--- config.mk ---
export PLATFORM = sky130hd
export DESIGN_NAME = ctrl_cas_sched
export DESIGN_NICKNAME = d
export VERILOG_FILES = /design/src/rtl/ddr_pkg.sv /design/src/rtl/cas_gap_calc.sv /design/src/rtl/ctrl_cas_sched.sv
export SDC_FILE = /design/constraint.sdc
export NUM_CORES = 1
export LEC_CHECK = 0
export CORE_UTILIZATION = 42
export CTS_BUF_LIST = sky130_fd_sc_hd__clkbuf_4 sky130_fd_sc_hd__clkbuf_8
export CTS_CLUSTER_SIZE = 8
export DETAILED_ROUTE_END_ITERATION = 7
export PLACE_DENSITY = 0.64
export REMOVE_ABC_BUFFERS = 1
export SETUP_SLACK_MARGIN = 0.02
export SLEW_MARGIN = 20
export SYNTH_ARGS = -nofsm -noshare
export SYNTH_HDL_FRONTEND = slang
export SYNTH_HIERARCHICAL = 1
export SYNTH_SLANG_ARGS = --single-unit
--- constraint.sdc ---
create_clock -name CK_t -period 7.3 [get_ports CK_t]
set_input_delay 1.095 -clock CK_t [delete_from_list [all_inputs] [get_ports CK_t]]
set_output_delay 1.095 -clock CK_t [all_outputs]
set_load 0.03 [all_outputs]
--- src/rtl/ddr_pkg.sv ---
// Shared DDR controller types: request codes, CAS scheduler FSM/class enums, queue entry.
package ddr_pkg;

  localparam logic [2:0] RD_R  = 3'd1;
  localparam logic [2:0] RDA_R = 3'd2;
  localparam logic [2:0] WR_R  = 3'd3;
  localparam logic [2:0] WRA_R = 3'd4;

  // Entry fields are sized for the widest configuration; users slice down.
  localparam int BANK_W_MAX = 16;
  localparam int RCD_W      = 16;

  typedef enum logic [1:0] {CAS_IDLE, CAS_WAIT, CAS_CMD} cas_sched_fsm_type;
  typedef enum logic [1:0] {CLS_NONE, CLS_READ, CLS_WRITE} rw_class_type;

  typedef struct packed {
    logic [2:0]            req;
    logic [BANK_W_MAX-1:0] bank;
    logic [RCD_W-1:0]      rcd;
  } cas_entry_t;

  function automatic rw_class_type rw_class(input logic [2:0] req);
    case (req)
      RD_R, RDA_R: rw_class = CLS_READ;
      WR_R, WRA_R: rw_class = CLS_WRITE;
      default:     rw_class = CLS_NONE;
    endcase
  endfunction

endpackage

--- src/rtl/cas_gap_calc.sv ---
// Required CK gap between the previous CAS and the head CAS, from the bus-direction change.
module cas_gap_calc import ddr_pkg::*; #(
  parameter int CNT_W = 8,
  parameter int TWTR  = 8
) (
  input  rw_class_type       last_cls,
  input  rw_class_type       head_cls,
  input  logic [CNT_W-1:0]   tccd,
  input  logic [CNT_W-1:0]   cl,
  input  logic [CNT_W-1:0]   al,
  input  logic [CNT_W-1:0]   cwl,
  input  logic [CNT_W-1:0]   bl,
  output logic [CNT_W+1:0]   gap
);
  localparam int GW = CNT_W + 2;

  logic [GW-1:0] half_bl, w2r, rd_lat, wr_lat, r2w_turn, r2w;

  always_comb begin
    half_bl  = GW'(bl) >> 1;
    w2r      = GW'(cwl) + half_bl + GW'(TWTR);
    rd_lat   = GW'(cl) + GW'(al) + half_bl + GW'(2);
    wr_lat   = GW'(cwl) + GW'(al);
    // Large CWL can make the raw read-to-write turnaround negative; clamp it.
    r2w_turn = (rd_lat > wr_lat) ? rd_lat - wr_lat : '0;
    r2w      = (r2w_turn > GW'(tccd)) ? r2w_turn : GW'(tccd);
    gap      = '0;
    if (last_cls != CLS_NONE) begin
      if (last_cls == head_cls)                              gap = GW'(tccd);
      else if (last_cls == CLS_WRITE && head_cls == CLS_READ) gap = w2r;
      else if (last_cls == CLS_READ && head_cls == CLS_WRITE) gap = r2w;
    end
  end

endmodule

--- src/rtl/ctrl_cas_sched.sv ---
// Queued in-order CAS scheduler: tRCD per entry, tCCD and WR/RD turnaround between issues.
// Optional statistics counters enabled by defining CAS_SCHED_STATS_EN.
module ctrl_cas_sched import ddr_pkg::*; #(
  parameter int DEPTH  = 8,
  parameter int BANK_W = 4,
  parameter int TRCD   = 16,
  parameter int TWTR   = 8,
  parameter int CNT_W  = 8
) (
  input  logic                   CK_t,
  input  logic                   reset,
  input  logic                   act_rdy,
  input  logic                   no_act_rdy,
  input  logic [2:0]             act_rw,
  input  logic [BANK_W-1:0]      act_bank,
  input  logic [CNT_W-1:0]       tCCD,
  input  logic [CNT_W-1:0]       CL,
  input  logic [CNT_W-1:0]       AL,
  input  logic [CNT_W-1:0]       CWL,
  input  logic [CNT_W-1:0]       BL,
  output logic                   cas_rdy,
  output logic [2:0]             cas_req,
  output logic [BANK_W-1:0]      cas_bank,
  output logic                   cas_idle,
  output logic                   q_full,
  output logic [$clog2(DEPTH):0] q_count,
  output logic                   overflow,
  output logic [31:0]            rd_cnt,
  output logic [31:0]            wr_cnt,
  output logic [31:0]            stall_cnt
);
  localparam int AW = $clog2(DEPTH);
  localparam int GW = CNT_W + 2;
  localparam logic [AW:0]      FULL   = (AW+1)'(DEPTH);
  localparam logic [CNT_W-1:0] SL_MAX = '1;

  cas_entry_t        q_mem [DEPTH];
  cas_entry_t        head;
  logic [AW-1:0]     wr_ptr, rd_ptr;
  logic [AW:0]       count, count_nxt;
  cas_sched_fsm_type state;
  rw_class_type      last_cls, head_cls;
  logic [CNT_W-1:0]  since_last;
  logic [GW-1:0]     gap;
  logic              empty, push, push_ok, issue, unused_bank;

  assign head        = q_mem[rd_ptr];
  assign head_cls    = rw_class(head.req);
  assign empty       = (count == '0);
  assign push        = act_rdy | no_act_rdy;
  assign unused_bank = ^head.bank;

  cas_gap_calc #(.CNT_W(CNT_W), .TWTR(TWTR)) u_gap (
    .last_cls (last_cls),
    .head_cls (head_cls),
    .tccd     (tCCD),
    .cl       (CL),
    .al       (AL),
    .cwl      (CWL),
    .bl       (BL),
    .gap      (gap)
  );

  // rcd reaches 0 on the same edge that would issue, so rcd==1 already clears tRCD.
  assign issue     = (state != CAS_IDLE) && !empty && (head.rcd <= RCD_W'(1)) &&
                     (({2'b00, since_last} + GW'(1)) >= gap);
  assign push_ok   = push && (!q_full || issue);
  assign count_nxt = count + (AW+1)'(push_ok) - (AW+1)'(issue);

  always_ff @(posedge CK_t) begin
    for (int i = 0; i < DEPTH; i++)
      if (q_mem[i].rcd != '0) q_mem[i].rcd <= q_mem[i].rcd - RCD_W'(1);
    if (push_ok)
      q_mem[wr_ptr] <= '{req:  act_rw,
                         bank: BANK_W_MAX'(act_bank),
                         rcd:  act_rdy ? RCD_W'(TRCD - 1) : '0};
  end

  always_ff @(posedge CK_t or posedge reset) begin
    if (reset) begin
      state      <= CAS_IDLE;
      wr_ptr     <= '0;
      rd_ptr     <= '0;
      count      <= '0;
      q_full     <= 1'b0;
      overflow   <= 1'b0;
      last_cls   <= CLS_NONE;
      since_last <= '0;
      cas_rdy    <= 1'b0;
      cas_req    <= '0;
      cas_bank   <= '0;
    end else begin
      cas_rdy <= issue;
      count   <= count_nxt;
      q_full  <= (count_nxt == FULL);
      if (push_ok)          wr_ptr   <= wr_ptr + AW'(1);
      if (push && !push_ok) overflow <= 1'b1;
      if (issue) begin
        rd_ptr     <= rd_ptr + AW'(1);
        cas_req    <= head.req;
        cas_bank   <= head.bank[BANK_W-1:0];
        last_cls   <= head_cls;
        since_last <= '0;
      end else if (since_last != SL_MAX) begin
        since_last <= since_last + CNT_W'(1);
      end
      case (state)
        CAS_IDLE: if (count_nxt != '0) state <= CAS_WAIT;
        CAS_WAIT, CAS_CMD: begin
          if (issue)                 state <= CAS_CMD;
          else if (count_nxt != '0)  state <= CAS_WAIT;
          else                       state <= CAS_IDLE;
        end
        default: state <= CAS_IDLE;
      endcase
    end
  end

  assign q_count  = count;
  assign cas_idle = (state == CAS_IDLE) && empty;

`ifdef CAS_SCHED_STATS_EN
  always_ff @(posedge CK_t or posedge reset) begin
    if (reset) begin
      rd_cnt    <= '0;
      wr_cnt    <= '0;
      stall_cnt <= '0;
    end else begin
      if (issue && head_cls == CLS_READ)  rd_cnt    <= rd_cnt + 32'd1;
      if (issue && head_cls == CLS_WRITE) wr_cnt    <= wr_cnt + 32'd1;
      if (state == CAS_WAIT)              stall_cnt <= stall_cnt + 32'd1;
    end
  end
`else
  assign rd_cnt    = '0;
  assign wr_cnt    = '0;
  assign stall_cnt = '0;
`endif

endmodule
Yosys cells after proc, flatten, opt, wreduce, memory -nomap -nowiden
Memory sizes are Yosys's and may differ from the RTL's.
Cells that the tools add are included.
Widths: inputs -> output; s select.
{"block": "totals", "out_inout_bits": 111, "n_memories": 1, "register_bits": 32, "mem_bits_rw": 184}
{"name": "q_mem", "words": 8, "word_bits": 23, "rd": 9, "rd_clocked_by_memory_dff": 0, "wr": 9, "line": "ctrl_cas_sched.sv:37", "text": "cas_entry_t q_mem [DEPTH];"}
{"block": "op_classes", "order_cmp": 4, "n_mux": 32, "reduce_logical": 29, "n_eq_ne": 14, "bitwise_logic": 1, "n_addsub": 21}
{"op": "$reduce_bool 16->1", "n": 8}
{"op": "$sub 16x1->16 const B", "n": 8}
{"op": "$mux 10", "n": 6}
{"op": "$mux 1", "n": 19}
{"op": "$add 8x8->9", "n": 2}
{"op": "$le 16x1->1 const B", "n": 1}
{"op": "$mux 8", "n": 2}
{"op": "$add 10x2->10 const B", "n": 1}
{"op": "$add 10x4->10 const B", "n": 1}
{"op": "$add 10x7->10", "n": 1}
{"op": "$ge 9x10->1", "n": 1}
{"op": "$gt 10x10->1", "n": 1}
{"op": "$gt 10x8->1", "n": 1}
{"op": "$sub 10x10->10", "n": 1}
{"op": "$add 8x1->9 const B", "n": 1}
{"op": "$add 8x7->9", "n": 1}
{"op": "$add 8x1->8 const B", "n": 1}
{"op": "$logic_and 1x1->1", "n": 8}
{"op": "$ne 8x8->1 const B", "n": 1}
{"op": "$pmux 2 s2", "n": 2}
{"op": "$add 3x1->3 const B", "n": 2}
{"op": "$eq 2x1->1 const B", "n": 3}
{"op": "$eq 2x2->1 const B", "n": 3}
{"op": "$eq 3x2->1 const B", "n": 2}
{"op": "17 further kinds", "n": 24}

Logic depth before layout (Yosys ltp)
Gate-level depths: netlist (run 1).
{"block": "logic_depth", "depth_word": 21, "mapped_depth": 46, "depth_no_buf": 44}

Hierarchy
The synthesis (run 1) kept the hierarchy.
{"mod": "ctrl_cas_sched", "n_inst": 1, "area_each_um2": 10986.8, "cells_per_inst": 1075, "seq_area_each_um2": 5365.1}
{"mod": "cas_gap_calc", "n_inst": 1, "area_each_um2": 2349.8, "cells_per_inst": 290, "seq_area_each_um2": 0.0}

Worst setup path after synthesis (run 1)
Ideal clock, no wire load.
{"block": "synth_timing", "path_kind": "input-to-reg", "start": "in CL[2]", "end": "reg state[0]", "required_time_ns": 7.179, "setup_ns": 0.121, "cell_stages": 42, "arrival_ns": 8.756, "setup_slack_ns": -1.577, "path_buffers": 3, "cell_sequence": "fa_1 ha_1 nor2b_1 o21ai_0 nand2b_1 a21o_1 a21o_1 xor2_1 ha_1 o21ai_1 o21ai_1 o221a_1 nor3_2 buf_6 a211oi_2 ha_1 a21o_1 a21oi_1 (+6 left out) a211oi_1 o22ai_1 a41oi_1 a211o_1 inv_1 clkbuf_1 buf_2 ha_1 inv_1 ha_1 inv_1 fa_1 inv_1 nor3_1 nand2_1 nor2_1 a21oi_1 a22o_1"}
{"block": "synth_between", "elab_chain_cells": 21, "word_cells_on_any_way": 23, "classes_between": "add/sub (6); order compare (3); eq/ne (1); mux (9); reduce/logical (4)"}
{"element": "from (decl)", "line": "ctrl_cas_sched.sv:17", "text": "input logic [CNT_W-1:0] CL,"}
{"element": "$add 8x8->9 *", "line": "cas_gap_calc.sv:22", "text": "rd_lat = GW'(cl) + GW'(al) + half_bl + GW'(2);"}
{"element": "$add 10x7->10 *", "line": "cas_gap_calc.sv:22"}
{"element": "$add 10x2->10 *", "line": "cas_gap_calc.sv:22"}
{"element": "$sub 10x10->10 / $gt 10x10->1 (equally long branches)", "line": "cas_gap_calc.sv:25", "text": "r2w_turn = (rd_lat > wr_lat) ? rd_lat - wr_lat : '0;"}
{"element": "$mux 10 *", "line": "cas_gap_calc.sv:25"}
{"element": "$gt 10x8->1", "line": "cas_gap_calc.sv:26", "text": "r2w = (r2w_turn > GW'(tccd)) ? r2w_turn : GW'(tccd);"}
{"element": "$mux 10 *", "line": "cas_gap_calc.sv:26"}
{"element": "$mux 10 *", "line": "cas_gap_calc.sv:31", "text": "else if (last_cls == CLS_READ && head_cls == CLS_WRITE) gap = r2w;"}
{"element": "(+3 left out)"}
{"element": "via gap[0]", "line": "ctrl_cas_sched.sv:44", "text": "logic [GW-1:0] gap;"}
{"element": "(+2 left out)"}
{"element": "via issue", "line": "ctrl_cas_sched.sv:45", "text": "logic empty, push, push_ok, issue, unused_bank;"}
{"element": "(+1 left out)"}
{"element": "$logic_and 1x1->1", "line": "ctrl_cas_sched.sv:67", "text": "assign push_ok = push && (!q_full || issue);"}
{"element": "$add 4x1->4", "line": "ctrl_cas_sched.sv:68", "text": "assign count_nxt = count + (AW+1)'(push_ok) - (AW+1)'(issue);"}
{"element": "$sub 4x1->4 *", "line": "ctrl_cas_sched.sv:68"}
{"element": "via count_nxt[1]", "line": "ctrl_cas_sched.sv:40", "text": "logic [AW:0] count, count_nxt;"}
{"element": "$reduce_bool 4->1 *", "line": "ctrl_cas_sched.sv:108, ctrl_cas_sched.sv:111"}
{"element": "$mux 1", "line": "ctrl_cas_sched.sv:111", "text": "else if (count_nxt != '0) state <= CAS_WAIT;"}
{"element": "$mux 2", "line": "ctrl_cas_sched.sv:110", "text": "if (issue) state <= CAS_CMD;"}
{"element": "$pmux 2 s2", "line": "ctrl_cas_sched.sv:107", "text": "case (state)"}
{"element": "to (signal assigned)", "line": "ctrl_cas_sched.sv:108", "text": "CAS_IDLE: if (count_nxt != '0) state <= CAS_WAIT;"}
{"element": "to (signal assigned)", "line": "ctrl_cas_sched.sv:110"}
{"element": "to (signal assigned)", "line": "ctrl_cas_sched.sv:111"}
{"element": "to (decl)", "line": "ctrl_cas_sched.sv:41", "text": "cas_sched_fsm_type state;"}
Mark *: on every way through the listed nets, which the timed path passes. The rest lies on a longest branch.
A chain may end at the register's enable or synchronous reset.

Worst setup path after layout (run 1)
{"block": "layout_timing", "start": "in BL[3]", "end": "reg state[0]"}
{"block": "layout_between", "elab_chain_cells": 20, "word_cells_on_any_way": 24, "classes_between": "add/sub (7); order compare (3); eq/ne (1); mux (9); reduce/logical (4)"}
{"element": "from (decl)", "line": "ctrl_cas_sched.sv:20", "text": "input logic [CNT_W-1:0] BL,"}
{"element": "$add 10x7->10 *", "line": "cas_gap_calc.sv:22"}
{"element": "$add 10x2->10 *", "line": "cas_gap_calc.sv:22"}
{"element": "$sub 10x10->10 / $gt 10x10->1 (equally long branches)", "line": "cas_gap_calc.sv:25"}
{"element": "$mux 10 *", "line": "cas_gap_calc.sv:25"}
{"element": "$gt 10x8->1", "line": "cas_gap_calc.sv:26"}
{"element": "$mux 10 *", "line": "cas_gap_calc.sv:26"}
{"element": "$mux 10 *", "line": "cas_gap_calc.sv:31"}
{"element": "$mux 10 *", "line": "cas_gap_calc.sv:30", "text": "else if (last_cls == CLS_WRITE && head_cls == CLS_READ) gap = w2r;"}
{"element": "(+2 left out)"}
{"element": "via gap[1]", "line": "ctrl_cas_sched.sv:44"}
{"element": "(+3 left out)"}
{"element": "$logic_and 1x1->1", "line": "ctrl_cas_sched.sv:67"}
{"element": "$add 4x1->4", "line": "ctrl_cas_sched.sv:68"}
{"element": "$sub 4x1->4 *", "line": "ctrl_cas_sched.sv:68"}
{"element": "via count_nxt[2]", "line": "ctrl_cas_sched.sv:40"}
{"element": "$reduce_bool 4->1 *", "line": "ctrl_cas_sched.sv:108, ctrl_cas_sched.sv:111"}
{"element": "$mux 1", "line": "ctrl_cas_sched.sv:111"}
{"element": "$mux 2", "line": "ctrl_cas_sched.sv:110"}
{"element": "$pmux 2 s2", "line": "ctrl_cas_sched.sv:107"}
Marked as above.

==> flow_metrics.env, run 1 <==
export IMPL_synth_cell_types=84
export IMPL_fin_ws_ns=-1.03
export IMPL_clock_latency_ns=0.54
export IMPL_hold_start="q_mem[1][7]"
export IMPL_clockBufferDepth=3
export IMPL_finalClockSkew_ns=0.0285
export IMPL_async_flop_share=0.148
export IMPL_cts_max_level=2
export IMPL_rr_worst_depth=28
export IMPL_avgSynthCellArea_um2=9.77
export IMPL_grt_pass1_vias=10200
export IMPL_crit_start="BL[3]"
export IMPL_fp_dieW_um=180
export IMPL_yosys_area_top_type="edfxtp_1"
export IMPL_cts_buffers=39
export IMPL_yosysWarnings=6
export IMPL_peakVddDrop_mv=0.221
export IMPL_groute_usage_overall=0.185
export IMPL_via_per_inst=5.08
export IMPL_slowest_stage="fa_1"
export IMPL_synth_area_mm2=0.0133
export IMPL_slew_headroom=0.212
export IMPL_fillers=2708
export IMPL_path_common_cell="ha_4"
export IMPL_synth_commonest_cells="nor2_1, buf_4, dfxtp_1"
export IMPL_dr_total_vias=10300
export IMPL_setup_tns_final_ns=-22.75
export IMPL_wirelength_mm=30.4
export IMPL_synth_seq_cells=216
export IMPL_synth_top_area_frac=0.198
export IMPL_cts_root_buf="clkbuf_8"
export IMPL_p_switching_mw=2.88
export IMPL_diodes=0
export IMPL_combinationalPowerShare=0.538
export IMPL_multi_input_area_mm2=0.00761
export IMPL_p_per_area_mw_per_mm2=437
export IMPL_grt_pass1_wl_mm=49.2
export IMPL_period_share=1.14
export IMPL_rows=64
export IMPL_synth_edf_count=88
export IMPL_wl_per_cell_um=15.0
export IMPL_hold_viol=0
export IMPL_switching_share=0.398
export IMPL_start_util=0.431
export IMPL_yosysMostFrequentCell="nor2_1"
export IMPL_start_kind="primary input"
export IMPL_grt_max_degree=35
export IMPL_static_leakage_power_nw=6.90
export IMPL_cts_tree="done"
export IMPL_ios=162
export IMPL_drive_above_1_share=0.239
export IMPL_fin_nets=1742
export IMPL_drt_initial_drc_count=428
export IMPL_grt_remaining_overflow=0
export IMPL_slew_viol_final=0
export IMPL_cpPeakStageDelay_ns=0.59
export IMPL_hold_class="reg2reg"
export IMPL_clkPwrFrac=0.159
export IMPL_hpwl_mm=21.7
export IMPL_syn_to_final_growth_pct=24.3
export IMPL_seqCellArea_mm2=0.00537
export IMPL_gp_congestion=0.925
export IMPL_outcome="finished with violations"
export IMPL_violations="setup timing"
export IMPL_dr_pass1_iters=4
export IMPL_cp_endpoint="state[0]"
export IMPL_max_freq_ghz=0.120
export IMPL_crit_path_end_kind="flip-flop"
export IMPL_reg2reg_to="state[0]"
export IMPL_die_area_mm2=0.0325
export IMPL_worstMarginPinSlew_ns=1.17
export IMPL_hold_buffers=0
export IMPL_die_height_um=180
export IMPL_reg2reg_from="rd_ptr[0]"
export IMPL_critPathRequiredTime_ns=7.71
export IMPL_seq_power_share=0.304
export IMPL_antenna_found_initial=0
export IMPL_worstSetupPathType="in2reg"
export IMPL_maxCapViolCount=0
export IMPL_core_area_mm2=0.0309
export IMPL_intPower_mw=4.37
export IMPL_postRouteAntennaNets=0
export IMPL_clk_pin_slew_ns=0.06
export IMPL_cp_arrival_ns=8.75
export IMPL_syn_inst=1365
export IMPL_critPathMaxFanout=7
export IMPL_synth_seq_area_share=0.402
export IMPL_ff2ff_setup_slack_ns=1.03
export IMPL_synth_ff_type="dfxtp_1"
export IMPL_grt_setup_unrepaired="true"
export IMPL_place_port_buffers=64
export IMPL_drc=0
export IMPL_final_min_clock_period_ns=8.33
export IMPL_cts_sinks=216
export IMPL_synth_top_cells_by_area="edfxtp_1, dfxtp_1, ha_1, dfrtp_1, nor2_1"
export IMPL_setup_viol=151
export IMPL_place_ws_ns=-1.98
## timing repair
item / in CTS / in global routing
gates resized for setup: 91 / 54
setup buffers: 32 / 12
cloned: 0 / 1
endpoints found under the setup margin: 228 / 229
pin swaps: 62 / 40
## how the worst min path moves through the flow
stage                       end  depth (start not counted)
detailed placement  q_mem[1][7]                          2
global route        q_mem[5][7]                          2
floorplan           q_mem[5][7]                          2
finish              q_mem[1][7]                          2
CTS                 q_mem[1][7]                          2
global placement    q_mem[5][7]                          2
## worst max-delay path: cells and delay by family
kind                     cells  cell delay (ns)
AO/OA/AOI/OAI               17             2.99
AND/OR/NAND/NOR              9             1.26
adder cells (fa/ha/maj)      8             2.40
buffers and inverters        8             0.68
XOR/XNOR                     2             0.26
## cell families after synthesis
family | Yosys count | synth area share
mux | 53 | 0.0561
other cells | 1 | 0.000281
compound gates | 170 | 0.0967
fa+ha+maj | 88 | 0.0888
simple gates | 509 | 0.186
flops | 216 | 0.402
xor+xnor | 126 | 0.0842
buf+inv | 202 | 0.0854
## through the flow
stage                     std cells  hold WS [ns]  power, mW  area, um^2   util
after floorplan                1336         0.443       4.40       12800      -
after global placement         1920         0.457       5.45       15000  0.484
after detailed placement       1920         0.468       5.53       15000  0.484
after CTS                      2022         0.474       7.04       16200  0.526
after global routing           2030         0.503       7.79       16600  0.536
final                          2030         0.465       7.25       16600  0.536
## registers in the layout, summed over array words and instances, names as in the netlist
name / cells
q_mem: 184
last_cls: 2
rd_ptr: 3
since_last: 8
state: 2
cas_rdy: 1
cas_bank: 4
cas_req: 3
wr_ptr: 3
q_count: 4
q_full: 1
overflow: 1
## cells in the final DEF (no fill, tap or decap), types with 10 or more instances in the layout
cell	count
nor2_1	193
buf_4	137
conb_1	96
dfxtp_1	96
nand2_1	88
edfxtp_1	88
xnor2_1	75
inv_1	66
ha_1	64
nor3_1	51
xor2_1	48
clkdlybuf4s50_1	48
clkbuf_8	46
mux2_2	34
dfrtp_1	32
nor4_1	31
a21oi_1	25
nand3_1	19
or4_1	17
o21ai_0	17
buf_6	16
or3_1	15
a21oi_2	15
clkbuf_4	15
mux4_2	14
nand4_1	12
a21o_1	12
ha_4	12
nand2b_1	11
nor2b_1	11
inv_2	10
dlygate4sd2_1	10
o21ai_1	10
## area by class of cell
cell class	instances	area share
repair buffers	226	0.121
inverters	78	0.0178
clock buffers	61	0.0450
well taps	396	0.0299
flip-flops and latches	216	0.324
clock inverters	11	0.00355
multi-input cells	1042	0.459
## power by group through the flow
stage / Sequential, mW / Combinational, mW / Clock [mW]
5_1_grt: 2.27 / 4.29 / 1.24
6_report: 2.20 / 3.90 / 1.15
4_1_cts: 2.19 / 3.67 / 1.18
3_3_place_gp: 2.20 / 3.26 / 0
2_1_floorplan: 2.19 / 2.21 / 0
3_5_place_dp: 2.21 / 3.32 / 0
## layer usage
layer	GRT usage	share of wire	up-vias
li1	-	-	5105
met1	0.225	0.43	4890
met2	0.323	0.49	248
met3	0.0348	0.048	64
met4	0.0701	0.029	0
met5	0	0	-
Note: power is estimated with default switching activity, not from simulation.
==> run 2: changes to the inputs <==
--- a/config.mk
+++ b/config.mk
@@ -9,7 +9,7 @@
 export CTS_BUF_LIST = sky130_fd_sc_hd__clkbuf_4 sky130_fd_sc_hd__clkbuf_8
 export CTS_CLUSTER_SIZE = 8
 export DETAILED_ROUTE_END_ITERATION = 7
-export PLACE_DENSITY = 0.64
+export PLACE_DENSITY = 0.62
 export REMOVE_ABC_BUFFERS = 1
 export SETUP_SLACK_MARGIN = 0.02
 export SLEW_MARGIN = 20
==> constraint.sdc (replaced) <==
create_clock -name CK_t -period 9.2 [get_ports CK_t]
set_input_delay 1.38 -clock CK_t [delete_from_list [all_inputs] [get_ports CK_t]]
set_output_delay 1.38 -clock CK_t [all_outputs]
set_load 0.03 [all_outputs]
==> flow_metrics.env, run 2 (synthesis gave the netlist of run 1 again) <==
export IMPL_antenna_found_initial=0
export IMPL_m1WireLength_mm=13.4
export IMPL_cts_root_buf="clkbuf_8"
export IMPL_postRouteAntennaNets=0
export IMPL_start_util=0.431
export IMPL_peakVddDrop_mv=0.168
export IMPL_wl_met3_mm=1.47
export IMPL_fp_dieW_um=180
export IMPL_holdWs_ns=0.479
export IMPL_clkPwrFrac=0.179
export IMPL_die_height_um=180
export IMPL_worstMarginPinSlew_ns=0.941
export IMPL_setup_tns_final_ns=0
export IMPL_core_area_mm2=0.0309
export IMPL_wl_per_cell_um=14.8
export IMPL_cts_tree="done"
export IMPL_place_port_buffers=64
export IMPL_grt_pass1_wl_mm=47.8
export IMPL_largest_register="q_mem"
export IMPL_rows=64
export IMPL_drive_above_1_share=0.175
export IMPL_drt_initial_drc_count=557
export IMPL_p_per_area_mw_per_mm2=340
export IMPL_slew_viol_final=0
export IMPL_largest_reg_flops=184
export IMPL_wirelength_mm=28.9
export IMPL_switching_share=0.402
export IMPL_cpPeakStageDelay_ns=0.60
export IMPL_cts_sinks=216
export IMPL_hold_class="reg2reg"
export IMPL_clock_latency_ns=0.54
export IMPL_p_switching_mw=2.14
export IMPL_final_cells=1958
export IMPL_hold_viol=0
export IMPL_diodes=0
export IMPL_grt_max_degree=35
export IMPL_hold_start="q_mem[1][7]"
export IMPL_reg_top3="q_mem: 184 flops, since_last: 8 flops"
export IMPL_static_leakage_power_nw=6.52
export IMPL_final_common_cell="nor2_1"
export IMPL_fin_area_mm2=0.0157
export IMPL_critPathRequiredTime_ns=9.61
export IMPL_fin_nets=1670
export IMPL_wl_met2_mm=13.4
export IMPL_start_kind="primary input"
export IMPL_clk_pin_slew_ns=0.06
export IMPL_drc=0
export IMPL_crit_start="CL[0]"
export IMPL_worstSetupPathType="in2reg"
export IMPL_cp_arrival_ns=9.22
export IMPL_intPower_mw=3.19
export IMPL_dp_cells=1882
export IMPL_finalClockSkew_ns=0.0272
export IMPL_grt_remaining_overflow=0
export IMPL_critPathMaxFanout=7
export IMPL_ios=162
export IMPL_slowest_stage="fa_2"
export IMPL_max_freq_ghz=0.114
export IMPL_layout_common_cells="nor2_1, conb_1, dfxtp_1"
export IMPL_place_area_mm2=0.0147
export IMPL_combinationalPowerShare=0.492
export IMPL_reg2reg_from="rd_ptr[0]"
export IMPL_period_share=0.957
export IMPL_slew_headroom=0.364
export IMPL_groute_usage_overall=0.179
export IMPL_final_min_clock_period_ns=8.81
export IMPL_dr_pass1_iters=5
export IMPL_via_per_inst=5.12
export IMPL_path_common_cell="inv_1"
export IMPL_cts_buffers=39
export IMPL_die_area_mm2=0.0325
export IMPL_clockBufferDepth=3
export IMPL_dr_total_vias=10000
export IMPL_crit_path_end_kind="flip-flop"
export IMPL_cts_max_level=2
export IMPL_maxCapViolCount=0
export IMPL_gp_congestion=0.925
export IMPL_top_layer_used="met4"
export IMPL_grt_pass1_vias=9627
export IMPL_outcome="finished, final reports clean"
export IMPL_syn_to_final_growth_pct=17.6
export IMPL_setup_viol=0
export IMPL_seq_power_share=0.329
export IMPL_hpwl_mm=21.3
-- run 2: cell count changes in the layout (fill, tap and decap cells not counted), sizes merged --
cell           previous run  this run
dlygate4sd2              10         0
clkdlybuf4s15             2         0
buf                     164        90
clkinvlp                  2         1
bufinv                    0         1
clkinv                    9         6
dlymetal6s2s              0         6
clkbuf                   63        64
clkdlybuf4s50            48        58
-- run 2: final timing paths --
path                               endpoint  cells after the start  slack (ns)
worst max-delay path               state[0]                     42        0.39
worst min-delay path            q_mem[1][7]                      2        0.48
worst max register to register     state[0]                     28        2.16
worst min register to register  q_mem[1][7]                      2        0.48
max in group asynchronous         wr_ptr[1]                      3        7.57
min in group asynchronous       cas_bank[3]                      3        1.26
-- run 2: final cells by class --
class	count	area, um^2
timing repair buffer	154	1340
multi-input combinational	1042	7350
fill	2843	15200
sequential	216	5370
clock inverter	8	80.1
inverter	78	293
clock buffer	64	762
tap	396	495
-- run 2: repair_timing --
action	4_1_cts	5_1_grt
hold buffers	0	0
setup endpoints to repair	2	4
buffers inserted	0	5
gates resized for setup	4	30
pin swaps	0	22
-- run 2: power by group through the flow --
stage | Sequential, mW | Clock (mW) | Combinational (mW)
after floorplan | 1.74 | 0 | 1.76
after global placement | 1.76 | 0 | 2.49
after detailed placement | 1.77 | 0 | 2.54
after CTS | 1.75 | 0.983 | 2.57
after global routing | 1.81 | 1.03 | 2.92
final | 1.75 | 0.954 | 2.62
-- run 2: critical path, delay by kind of cell --
family                   cells  cell delay [ns]
XOR/XNOR                     1             0.08
AND/OR/NAND/NOR              8             1.09
AO/OA/AOI/OAI               17             3.03
buffers and inverters        8             0.97
adder cells (fa/ha/maj)      8             2.66
-- run 2: per-layer routing --
layer / vias up / global-route usage
met1: 4709 / 0.242
li1: 4966 / -
met4: 0 / 0.0537
met2: 302 / 0.294
met5: - / 0
met3: 54 / 0.0283
-- run 2: metrics by stage --
step	power (mW)	worst slack [ns]	utilization
6_report	5.33	0.395	0.507
5_1_grt	5.76	-0.0256	0.507
3_5_place_dp	4.31	-0.614	0.474
2_1_floorplan	3.49	-0.510	-
4_1_cts	5.31	0.0397	0.502
3_3_place_gp	4.25	-0.495	0.474
==> run 3: changes to the inputs <==
--- a/config.mk
+++ b/config.mk
@@ -7,7 +7,6 @@
 export LEC_CHECK = 0
 export CORE_UTILIZATION = 42
 export CTS_BUF_LIST = sky130_fd_sc_hd__clkbuf_4 sky130_fd_sc_hd__clkbuf_8
-export CTS_CLUSTER_SIZE = 8
 export DETAILED_ROUTE_END_ITERATION = 7
 export PLACE_DENSITY = 0.62
 export REMOVE_ABC_BUFFERS = 1
==> flow_metrics.env, run 3 (synthesis gave the netlist of run 1 again) <==
export IMPL_maxCapViolCount=0
export IMPL_place_port_buffers=64
export IMPL_wl_met3_mm=1.44
export IMPL_postRouteAntennaNets=0
export IMPL_slew_headroom=0.363
export IMPL_die_area_mm2=0.0325
export IMPL_cpPeakStageDelay_ns=0.60
export IMPL_hold_buffers=0
export IMPL_clk_pin_slew_ns=0.06
export IMPL_syn_to_final_growth_pct=17.4
export IMPL_wl_met2_mm=13.4
export IMPL_worstMarginPinSlew_ns=0.955
export IMPL_drive_above_1_share=0.174
export IMPL_clockBufferDepth=3
export IMPL_cts_tree="done"
export IMPL_grt_pass1_wl_mm=47.8
export IMPL_critPathRequiredTime_ns=9.62
export IMPL_groute_usage_overall=0.179
export IMPL_dr_pass1_iters=5
export IMPL_max_freq_ghz=0.114
export IMPL_outcome="finished, final reports clean"
export IMPL_fin_nets=1670
export IMPL_largest_register="q_mem"
export IMPL_dr_total_vias=9999
export IMPL_start_util=0.431
export IMPL_p_per_area_mw_per_mm2=339
export IMPL_total_power_mw=5.30
export IMPL_reg_top3="q_mem: 184 flops, since_last: 8 flops"
export IMPL_finalClockSkew_ns=0.0228
export IMPL_via_per_inst=5.11
export IMPL_hold_viol=0
export IMPL_core_area_mm2=0.0309
export IMPL_layout_common_cells="nor2_1, conb_1, dfxtp_1"
export IMPL_m1WireLength_mm=13.4
export IMPL_cts_sinks=216
export IMPL_crit_family="compound AO/OA/AOI/OAI gates"
export IMPL_rows=64
export IMPL_peakVddDrop_mv=0.169
export IMPL_cp_num_buf_inv=8
export IMPL_wirelength_mm=29.0
export IMPL_drc=0
export IMPL_hpwl_mm=21.3
export IMPL_worstSetupPathType="in2reg"
export IMPL_slew_viol_final=0
export IMPL_hold_class="reg2reg"
export IMPL_ios=162
export IMPL_path_common_cell="inv_1"
export IMPL_slowest_stage="fa_2"
export IMPL_grt_remaining_overflow=0
export IMPL_static_leakage_power_nw=6.51
export IMPL_largest_reg_flops=184
export IMPL_fp_dieW_um=180
export IMPL_cts_root_buf="clkbuf_8"
export IMPL_setup_tns_final_ns=0
export IMPL_setup_viol=0
export IMPL_start_kind="primary input"
export IMPL_period_share=0.957
export IMPL_critPathMaxFanout=7
export IMPL_grt_max_degree=35
export IMPL_final_common_cell="nor2_1"
export IMPL_antenna_found_initial=0
export IMPL_die_height_um=180
export IMPL_gp_congestion=0.925
export IMPL_wl_per_cell_um=14.8
export IMPL_final_min_clock_period_ns=8.80
export IMPL_drt_initial_drc_count=560
export IMPL_cts_max_level=2
export IMPL_clock_latency_ns=0.54
export IMPL_cp_arrival_ns=9.22
export IMPL_crit_path_end_kind="flip-flop"
export IMPL_grt_pass1_vias=9617
export IMPL_top_layer_used="met4"
export IMPL_diodes=0
export IMPL_cts_buffers=39
-- run 3: per-layer routing --
| metal | global-route usage | vias up |
|---|---|---|
| met5 | 0 | - |
| li1 | - | 4960 |
| met3 | 0.0283 | 54 |
| met4 | 0.0530 | 0 |
| met1 | 0.242 | 4711 |
| met2 | 0.294 | 274 |
-- run 3: final timing paths --
kind	start	to	slack, ns	cells past startpoint
min in group asynchronous	reset	cas_rdy	1.26	3
hold reg to reg	q_mem[1][7]	q_mem[1][7]	0.48	2
max in group asynchronous	reset	wr_ptr[1]	7.57	3
setup reg to reg	rd_ptr[0]	state[0]	2.17	28
hold / removal	q_mem[1][7]	q_mem[1][7]	0.48	2
setup / recovery	CL[0]	state[0]	0.40	42
-- run 3: power breakdown --
part	switching [mW]	total [mW]	internal, mW
logic	1.39	2.62	1.23
registers	0.351	1.75	1.40
clock network	0.400	0.923	0.523
total	2.14	5.30	3.16
-- run 3: what timing repair did --
item                                   4_1_cts  5_1_grt
endpoints found under the hold margin        0        0
setup endpoints to repair                    2        4
pin swaps                                    0       22
buffers inserted                             0        5
resized for setup                            4       30
-- run 3: final cells by class --
cell class	count	area [um^2]
clock buffer	63	754
clock inverter	9	58.8
fill	2843	15300
inverter	78	293
multi-input combinational	1042	7350
sequential	216	5370
tap	396	495
timing repair buffer	154	1340
-- run 3: worst reg2reg max path: cells and delay by family (launching register included) --
family	cells	cell delay (ns)
AND/OR/NAND/NOR	6	1.68
AO/OA/AOI/OAI	8	1.27
multiplexers	3	1.26
adder cells (fa/ha/maj)	4	1.22
flip-flops	1	0.96
buffers and inverters	6	0.39
XOR/XNOR	1	0.13
-- run 3: through the flow --
stage	instances	instance area [um^2]	util	hold WS, ns	worst slack (ns)
global placement	1882	14700	0.474	0.460	-0.495
detailed placement	1882	14700	0.474	0.472	-0.614
global route	1958	15700	0.506	0.492	-0.0257
finish	1958	15700	0.506	0.478	0.399
floorplan	1336	12800	-	0.443	-0.510
CTS	1954	15500	0.501	0.478	0.0386
